==> src/rtl/seg_scan_capture.sv <==
// seg_scan_capture: recovers the 16-bit hex word shown on a scanned, active-low seven-segment bus (SEG/AN).
// Optional feature: define SEGCAP_ERR_EN to flag captured patterns that are not legal hex glyphs (sticky err).
module seg_scan_capture #(
    parameter int STABLE_CYCLES = 4
) (
    input  logic        CLK,
    input  logic        RST,
    input  logic [3:0]  AN,
    input  logic [7:0]  SEG,
    output logic [15:0] value,
    output logic [3:0]  dp,
    output logic        frame_valid,
    output logic [3:0]  digit_seen,
    output logic        err
);
    typedef enum logic {ST_SCAN, ST_PUBLISH} state_t;

    localparam logic [7:0] L_STABLE = 8'(STABLE_CYCLES);

    state_t      r_state, w_state_next;
    logic [3:0]  r_s_an, r_p_an;
    logic [7:0]  r_s_seg, r_p_seg;
    logic [7:0]  r_cnt, w_cnt_next;
    logic        r_armed;
    logic [15:0] r_slots, r_value, w_slots_next;
    logic [3:0]  r_dps, r_dp, r_seen, w_dps_next;
    logic [3:0]  w_sel, w_nib, w_sh;
    logic [1:0]  w_idx;
    logic        w_valid, w_same, w_cap, w_go;

    // Active-low glyph to nibble; anything unmatched decodes to 0.
    function automatic logic [3:0] glyph_nib(input logic [6:0] g);
        case (g)
            7'h40: return 4'h0;
            7'h79: return 4'h1;
            7'h24: return 4'h2;
            7'h30: return 4'h3;
            7'h19: return 4'h4;
            7'h12: return 4'h5;
            7'h02: return 4'h6;
            7'h78: return 4'h7;
            7'h00: return 4'h8;
            7'h10: return 4'h9;
            7'h08: return 4'hA;
            7'h03: return 4'hB;
            7'h46: return 4'hC;
            7'h21: return 4'hD;
            7'h06: return 4'hE;
            7'h0E: return 4'hF;
            default: return 4'h0;
        endcase
    endfunction

    assign w_sel   = ~r_s_an;
    assign w_valid = (w_sel != 4'h0) && ((w_sel & (w_sel - 4'd1)) == 4'h0);
    assign w_idx   = w_sel[3] ? 2'd3 : w_sel[2] ? 2'd2 : w_sel[1] ? 2'd1 : 2'd0;
    assign w_same  = {r_s_an, r_s_seg} == {r_p_an, r_p_seg};
    // The counter holds the number of consecutive identical samples, so a fresh sample already counts as one;
    // this makes a dwell of exactly STABLE_CYCLES input cycles capture at the edge ending cycle t+STABLE_CYCLES.
    assign w_cnt_next = !w_valid ? 8'd0 : !w_same ? 8'd1 : (r_cnt == L_STABLE) ? L_STABLE : r_cnt + 8'd1;
    assign w_cap   = w_valid && (w_cnt_next == L_STABLE) && (r_armed || !w_same);
    assign w_nib   = glyph_nib(r_s_seg[6:0]);
    assign w_sh    = {w_idx, 2'b00};
    assign w_slots_next = w_cap ? ((r_slots & ~(16'hF << w_sh)) | ({12'h0, w_nib} << w_sh)) : r_slots;
    assign w_dps_next   = w_cap ? ((r_dps & ~(4'b1 << w_idx)) | ({3'b0, ~r_s_seg[7]} << w_idx)) : r_dps;
    assign w_go    = (r_state == ST_SCAN) && w_cap && ((r_seen | w_sel) == 4'hF);

    assign value       = r_value;
    assign dp          = r_dp;
    assign digit_seen  = r_seen;
    assign frame_valid = (r_state == ST_PUBLISH);

    // Register the bus once and keep the previous sample for the stability compare.
    always_ff @(posedge CLK or posedge RST) begin
        if (RST) begin
            r_s_an  <= 4'hF;
            r_s_seg <= 8'hFF;
            r_p_an  <= 4'hF;
            r_p_seg <= 8'hFF;
        end else begin
            r_s_an  <= AN;
            r_s_seg <= SEG;
            r_p_an  <= r_s_an;
            r_p_seg <= r_s_seg;
        end
    end

    // Stability counter; armed allows exactly one capture per dwell.
    always_ff @(posedge CLK or posedge RST) begin
        if (RST) begin
            r_cnt   <= 8'd0;
            r_armed <= 1'b1;
        end else begin
            r_cnt   <= w_cnt_next;
            r_armed <= w_cap ? 1'b0 : (!w_same || !w_valid) ? 1'b1 : r_armed;
        end
    end

    // Digit slots and per-frame seen mask; a capture during PUBLISH starts the next frame.
    always_ff @(posedge CLK or posedge RST) begin
        if (RST) begin
            r_slots <= 16'h0;
            r_dps   <= 4'h0;
            r_seen  <= 4'h0;
        end else begin
            r_slots <= w_slots_next;
            r_dps   <= w_dps_next;
            if (r_state == ST_PUBLISH)
                r_seen <= w_cap ? w_sel : 4'h0;
            else if (w_cap)
                r_seen <= r_seen | w_sel;
        end
    end

    // Load the published word as the frame completes so it is valid alongside frame_valid.
    always_ff @(posedge CLK or posedge RST) begin
        if (RST) begin
            r_value <= 16'h0;
            r_dp    <= 4'h0;
        end else if (w_go) begin
            r_value <= w_slots_next;
            r_dp    <= w_dps_next;
        end
    end

    // State register.
    always_ff @(posedge CLK or posedge RST) begin
        if (RST) r_state <= ST_SCAN;
        else     r_state <= w_state_next;
    end

    // Next state: PUBLISH lasts exactly one cycle.
    always_comb begin
        w_state_next = r_state;
        if (r_state == ST_PUBLISH) w_state_next = ST_SCAN;
        else if (w_go)             w_state_next = ST_PUBLISH;
    end

`ifdef SEGCAP_ERR_EN
    logic r_err;

    // Sticky flag: a captured pattern decoded to 0 without being the real 0 glyph.
    always_ff @(posedge CLK or posedge RST) begin
        if (RST) r_err <= 1'b0;
        else     r_err <= r_err | (w_cap && (w_nib == 4'h0) && (r_s_seg[6:0] != 7'h40));
    end

    assign err = r_err;
`else
    assign err = 1'b0;
`endif
endmodule
==> config.mk <==
export PLATFORM = sky130hd
export DESIGN_NAME = seg_scan_capture
export DESIGN_NICKNAME = d
export VERILOG_FILES = /design/src/rtl/seg_scan_capture.sv
export SDC_FILE = /design/constraint.sdc
export NUM_CORES = 1
export LEC_CHECK = 0
export ABC_AREA = 1
export CAP_MARGIN = 20
export CORE_MARGIN = 1.5
export CORE_UTILIZATION = 52
export DETAILED_ROUTE_END_ITERATION = 7
export PLACE_DENSITY = 0.77
export SLEW_MARGIN = 10
export SYNTH_ARGS = -nofsm -noshare
export SYNTH_HDL_FRONTEND = slang
export SYNTH_SLANG_ARGS = --single-unit
==> constraint.sdc <==
create_clock -name CLK -period 2.4 [get_ports CLK]
set_input_delay 0.48 -clock CLK [delete_from_list [all_inputs] [get_ports CLK]]
set_output_delay 0.48 -clock CLK [all_outputs]
set_load 0.02 [all_outputs]
==> results of run 1 <==
-- synth_stat cells --
cell / number / share of area, %
a221oi_1: 1 / 0.21
ha_1: 2 / 0.60
inv_1: 55 / 5.0
buf_2: 4 / 0.48
nor2_4: 3 / 0.81
inv_2: 4 / 0.36
a21oi_1: 1 / 0.12
buf_4: 5 / 0.90
nand4_2: 1 / 0.30
nor2_1: 32 / 2.9
nor3_4: 1 / 0.39
nand2_2: 34 / 5.1
o22ai_1: 3 / 0.45
nand3_1: 34 / 4.1
nand3_4: 2 / 0.84
nor2_2: 4 / 0.60
buf_6: 6 / 1.6
dfstp_2: 25 / 16
a21oi_2: 1 / 0.21
nand2_1: 202 / 18
nand4_1: 25 / 3.8
nand2_4: 1 / 0.27
clkbuf_1: 3 / 0.27
and2_1: 2 / 0.30
o21ai_0: 11 / 1.3
conb_1: 1 / 0.090
xnor2_1: 6 / 1.3
clkinv_1: 2 / 0.18
dfrtp_1: 53 / 32
o2bb2ai_1: 2 / 0.42
a22oi_4: 1 / 0.51
nor3_1: 6 / 0.72
-- layer usage --
metal	global-route usage, %	up-vias	routed length [um]	share of wire (%)
li1	-	1768	-	-
met1	32.0	1684	4420	46
met2	35.3	134	4390	46
met3	4.35	13	595	6.2
met4	7.31	0	158	1.7
met5	0	-	0	0
-- final cells by class --
cell class	instances	area (sq um)	area share (%)
Sequential cell	78	1980	39.6
Multi-Input combinational cell	380	1920	38.3
Timing Repair Buffer	53	533	10.6
Inverter	61	233	4.64
Clock buffer	12	145	2.90
Tap cell	102	128	2.55
Clock inverter	4	70.1	1.40
-- power by group through the flow --
stage          combinational [uW]  sequential [uW]  clock (uW)
2_1_floorplan                 130             1390           0
5_1_grt                       224             1380        1140
3_5_place_dp                  180             1410           0
4_1_cts                       182             1380        1090
3_3_place_gp                  178             1400           0
6_report                      197             1380        1080
-- kinds of logic after synthesis --
family	after synthesis	synth area share, %
flops	78	47.7
compound gates	20	3.25
buf+inv	79	8.78
simple gates	347	38.3
other cells	1	0.0902
fa+ha+maj	2	0.602
xor+xnor	6	1.26
-- worst paths after layout --
path,end
max,dp[1]
min,r_p_seg[7]
max reg2reg,dp[1]
min reg2reg,r_p_seg[7]
max in group asynchronous,r_p_an[0]
min in group asynchronous,value[3]
-- through the flow --
stage	total power [uW]	worst slack [ns]	hold slack [ns]	setup TNS, ns	instance area, sq um
after floorplan	1520	0.383	0.352	0	4160
after global placement	1580	0.106	0.376	0	4620
after detailed placement	1590	-0.0139	0.378	-0.0521	4620
after CTS	2650	0.0437	0.389	0	4840
after global routing	2750	-0.0696	0.397	-0.487	5010
final	2650	0.0976	0.388	0	5010
-- registers in the layout, summed over array words and instances (netlist names) --
register,cells
r_slots,16
value,16
r_cnt,8
r_p_seg,8
r_s_seg,8
digit_seen,4
dp,4
r_dps,4
r_p_an,4
r_s_an,4
frame_valid,1
r_armed,1
-- timing repair --
item	CTS	global route
endpoints found under the hold margin	0	0
cloned	0	4
resized for setup	1	24
pin swaps	0	11
buffers inserted	0	7
endpoints found under the setup margin	15	44
==> impl_results.md, run 1 <==
* Netlist cell types at 32
* Worst path max stage delay at ~0.58 ns
* Port buffer count at 38
* CTS H-tree lvls at 3
* Power density cells at about 530 nW/um^2
* Worst-margin pin slew at about 0.54 ns
* CP max-delay cell: dfstp_2
* CTS Buffer Depth at 2
* CTS sink count at 78
* Fin. Hold Viols at 0
* Clock skew at between 0.008 and 0.009 ns
* Leakage power at about 0.0026 uW
* Element type at the critical path end: register
* Final setup viols at 0
* Fmax at about 0.43 GHz
* Largest net degree at the start of global routing at 79
* Critical path class: register to register
* Relative slew slack at about 64%
* Sw power at 618 uW
* Critical path buffers and inverters at 2
* GR Util All Layers at ~23%
* Pins over their slew limit at 0
* Tmin final at approximately 2.3 ns
* Synth Instances at 533
* Final wirelength at 9560 um
* Hold buffer count at cts at 0
* CTS tree: done
* Die X at around 92 um
* Clock latency on the worst-skew pair at 0.35 ns
* Critical path, cell by cell: inv_2 > nand2_1 > nand2_1 > nand2_2 > nor2_1 > nand2_1 > nor2_4 > buf_4 > nand3_1 > nand2_1 > nor2_4 > nand3_4 > nand2_2 > nand2_2 > nand2_1 > nand2_1
* Hold_sp: r_s_seg[7]
* First-pass GRT wire length at between 15000 and 20000 um
* Worst R2R Path Depth at 16
* Top delay family on crit path: simple AND/OR/NAND/NOR gates
* Critical path depth in cells at 16
* Commonest non-fill, non-tap cells in the layout: 197 x nand2_1, 53 x dfrtp_1, 51 x inv_1
* Tightest Hold Check Type: register to register
* Initial DRC count at 353
* DR vias/cell at 5.22
* Detailed Routing Iterations Pass 1 at 5
* Global placer's final weighted congestion at approximately 0.9
* Gr ovfl total at 0
* Warnings, synthesis at 0
* Crit path top cell by count: nand2_1
* Final Non-Filler Cells at 690
* Antenna violations before repair at 0
* Yosys reg bits at 78
* Vias in the first global route at between 3000 and 4000
* RSZ-0062 raised after global routing: yes
* Diode count at 0
* Layout area overhead at 20.5%
* Max Cap Viol at 0
* Num rows at 32
* Internal at ~2000 uW
* Synth Cell Area at between 4000 and 5000 sq um
* Core area at 7730 sq um
* CP arrival at roughly 2.5 ns
* VDD IR max at ~430 uV
* Reg2Reg Setup Slack at roughly 0.098 ns
* CTS Buf Count at 9
* DRC at 0
* Post-Place Cells at about 660
* Worst r2r src: r_s_seg[4]
* Die height at between 90 and 100 um
* Post-route ant nets at 0
* Mapped Nets at between 500 and 600
* Net Sw Frac at between 20% and 30%
* Nets@finish at 599
* Commonest non-fill, non-tap cell in the layout: nand2_1
* Type of origin of the critical path: register
* Clk pwr share at 40.6%
* IO Count at 40
* Crit-path max FO at 12
* Post-DR wirelength/cell at ~14 um
* Fin crit share at 95.9%
* Combinational share of power at under 10%
* Initial Util at a little over half
* Reg power frac at just over 50%
* Hold Path Stages at 0
* Status: completed
* Total die area at between 8000 and 9000 sq um
* Crit. Startpoint: r_s_seg[4]
* Post-layout util at 64.8%
* Fill cells at approximately 630
* Syn Area/Cell at slightly below 8 sq um
* Sequential share of the synthesized area at between 40% and 50%
* WP data required at ~2.6 ns
* Layout cell share with drive strength beyond 1 at between 20% and 30%
* Clock-pin slew on the worst setup and hold paths at about 0.080 ns
* Clock root cell: clkbuf_8
* Final HPWL DP at ~6000 um
* Vias post-DR at 3599
(Power assumes the default switching activity.)
==> run 2: changes to the inputs <==
--- a/config.mk
+++ b/config.mk
@@ -8,9 +8,10 @@
 export ABC_AREA = 1
 export CAP_MARGIN = 20
 export CORE_MARGIN = 1.5
-export CORE_UTILIZATION = 52
+export CORE_UTILIZATION = 55
 export DETAILED_ROUTE_END_ITERATION = 7
-export PLACE_DENSITY = 0.77
+export DONT_BUFFER_PORTS = 1
+export PLACE_DENSITY = 0.74
 export SLEW_MARGIN = 10
 export SYNTH_ARGS = -nofsm -noshare
 export SYNTH_HDL_FRONTEND = slang
==> constraint.sdc (replaced) <==
create_clock -name CLK -period 2.4 [get_ports CLK]
set_input_delay 0.48 -clock CLK [delete_from_list [all_inputs] [get_ports CLK]]
set_output_delay 0.48 -clock CLK [all_outputs]
set_load 0.05 [all_outputs]
==> impl_results.md, run 2 (same netlist as run 1, synthesis figures left out) <==
* Total die area at 8090 sq um (-5.3%)
* Relative slew slack at 53.1% (-11 points)
* Worst R2R Path Depth at 14 (-2)
* Pins over their slew limit at 0 (unchanged)
* Global placer's final weighted congestion at 0.896 (+1.5%)
* RR Endpoint: value[1]
* Worst r2r src: r_s_an[1]
* Gr ovfl total at 0 (unchanged)
* Final HPWL DP at 6140 um (+2.1%)
* Commonest non-fill, non-tap cells in the layout: 199 x nand2_1, 53 x inv_1, 53 x dfrtp_1
* Vias in the first global route at 3275 (-3.0%)
* Clock-pin slew on the worst setup and hold paths at 0.08 ns (about the same)
* GR Util All Layers at 24.0% (+1.3 points)
* Clock skew at 0.0132 ns (+0.00452 ns)
* CTS Buf Count at 9 (unchanged)
* CTS H-tree lvls at 3 (unchanged)
* Vias post-DR at 3510 (-2.5%)
* Fill cells at 617 (-2.2%)
* Fin crit share at 94.9% (-1.0 points)
* Element type at the critical path end: register
* First-pass GRT wire length at 15400 um (-0.36%)
* Power density cells at 549 nW/um^2 (+3.7%)
* Num rows at 31 (-3.1%)
* Layout cell share with drive strength beyond 1 at 24.0% (+3.2 points)
* Tightest Hold Check Type: input port to async pin
* Layout area overhead at 15.1%
* CP arrival at 2.52 ns (-0.02 ns)
* Final wirelength at 9890 um (+3.5%)
* Diode count at 0 (unchanged)
* Clock latency on the worst-skew pair at 0.36 ns (about the same)
* Fin. Hold Viols at 0 (unchanged)
* IO Count at 40 (unchanged)
* Commonest non-fill, non-tap cell in the layout: nand2_1
* Die X at 90.0 um (-2.7%)
* Antenna violations before repair at 0 (unchanged)
* Largest net degree at the start of global routing at 48 (-39%)
* Reg2Reg Setup Slack at 0.12 ns (+0.02 ns)
* CTS tree: done
* Post-route ant nets at 0 (unchanged)
* Initial DRC count at 186 (-47%)
* Port buffer count at 0 (-100%)
* Nets@finish at 578 (-3.5%)
* Crit-path max FO at 7 (-5)
* Status: completed
* Critical path class: register to register
* Max Cap Viol at 0 (unchanged)
* Hold buffer count at cts at 0 (unchanged)
* Post-layout util at 65.6% (+0.80 points)
* Fmax at 0.439 GHz (+1.1%)
* WP data required at 2.64 ns (about the same)
* Type of origin of the critical path: register
* Clock root cell: clkbuf_8
* CTS Buffer Depth at 2 (unchanged)
* Post-DR wirelength/cell at 14.9 um (+7.2%)
* Tmin final at 2.28 ns (-0.0245 ns)
* Worst-margin pin slew at 0.702 ns (+0.167 ns)
* Final setup viols at 0 (unchanged)
* Initial Util at 57.0% (+3.2 points)
* Core area at 7290 sq um (-5.6%)
* VDD IR max at 382 uV (-11%)
* DRC at 0 (unchanged)
* DR vias/cell at 5.27 (+1.0%)
* Detailed Routing Iterations Pass 1 at 5 (unchanged)
* Power Total at 2630 uW (-0.95%)
* Die height at 90.0 um (-2.7%)
* CTS sink count at 78 (unchanged)
* Leakage power at 0.00253 uW (-2.1%)
-- run 2: cell types whose count changed in the layout (fill, tap and decap cells not counted), moves of 2 or more --
cell | previous run | this run
buf_12 | 2 | 4
buf_4 | 10 | 25
clkbuf_16 | 0 | 2
clkdlybuf4s50_1 | 38 | 0
inv_1 | 51 | 53
inv_2 | 7 | 5
nand2_1 | 197 | 199
nand2_2 | 38 | 36
nand2_4 | 4 | 2
-- run 2: worst max-delay path: stages (launching register included) --
cell and delay, ns:
dfstp_2 0.60, nand2_1 0.07, nand2_1 0.07, nand2_1 0.06, nor2_1 0.10, nand2_1 0.09, nor2_4 0.23, nand2_4 0.10
nor2_4 0.13, nand3_4 0.12, nor2_4 0.16, nand2_4 0.12, clkbuf_16 0.18, nand2_1 0.05, nand2_1 0.06
-- run 2: routing by layer --
metal	GRT usage, %	part of all wire (%)	vias to the layer above
li1	-	-	1725
met1	32.1	43	1664
met2	38.5	49	102
met3	6.43	5.4	19
met4	6.88	2.1	0
met5	0	0	-
-- run 2: worst max path at each step --
stage / depth (start not counted) / slack [ns] / end / from
after CTS: 15 / 0.0004 / value[12] / r_s_an[3]
after global routing: 16 / -0.02 / value[1] / r_s_an[1]
after floorplan: 14 / 0.38 / value[10] / r_s_seg[2]
after global placement: 13 / 0.11 / value[8] / r_s_seg[5]
final: 14 / 0.12 / value[1] / r_s_an[1]
after detailed placement: 15 / 0.009 / value[6] / r_s_an[3]
-- run 2: area by class of cell --
| class | instances | area, sq um | area share (%) |
|---|---|---|---|
| Clock buffer | 10 | 128 | 2.67 |
| Clock inverter | 6 | 86.3 | 1.80 |
| Inverter | 61 | 233 | 4.86 |
| Multi-Input combinational cell | 379 | 1890 | 39.5 |
| Sequential cell | 78 | 1980 | 41.4 |
| Tap cell | 99 | 124 | 2.59 |
| Timing Repair Buffer | 33 | 340 | 7.11 |
-- run 2: where the power goes --
| part | switching, uW | total (uW) | leakage, uW | internal, uW |
|---|---|---|---|---|
| registers | 23.3 | 1380 | 0.00100 | 1350 |
| logic | 129 | 186 | 0.00142 | 56.7 |
| clock network | 482 | 1070 | 0.000106 | 584 |
-- run 2: what timing repair did --
action	CTS	global route
buffers inserted	0	16
resized for setup	0	19
endpoints found under the setup margin	0	44
-- run 2: stage by stage --
| step | instance area [sq um] | setup slack [ns] | instances | TNS, ns | hold WS (ns) |
|---|---|---|---|---|---|
| 2_1_floorplan | 4160 | 0.382 | 533 | 0 | 0.352 |
| 3_3_place_gp | 4290 | 0.107 | 628 | 0 | 0.376 |
| 3_5_place_dp | 4290 | 0.00920 | 628 | 0 | 0.376 |
| 4_1_cts | 4510 | 0.000389 | 644 | 0 | 0.0968 |
| 5_1_grt | 4790 | -0.0235 | 666 | -0.187 | 0.0905 |
| 6_report | 4790 | 0.122 | 666 | 0 | 0.101 |
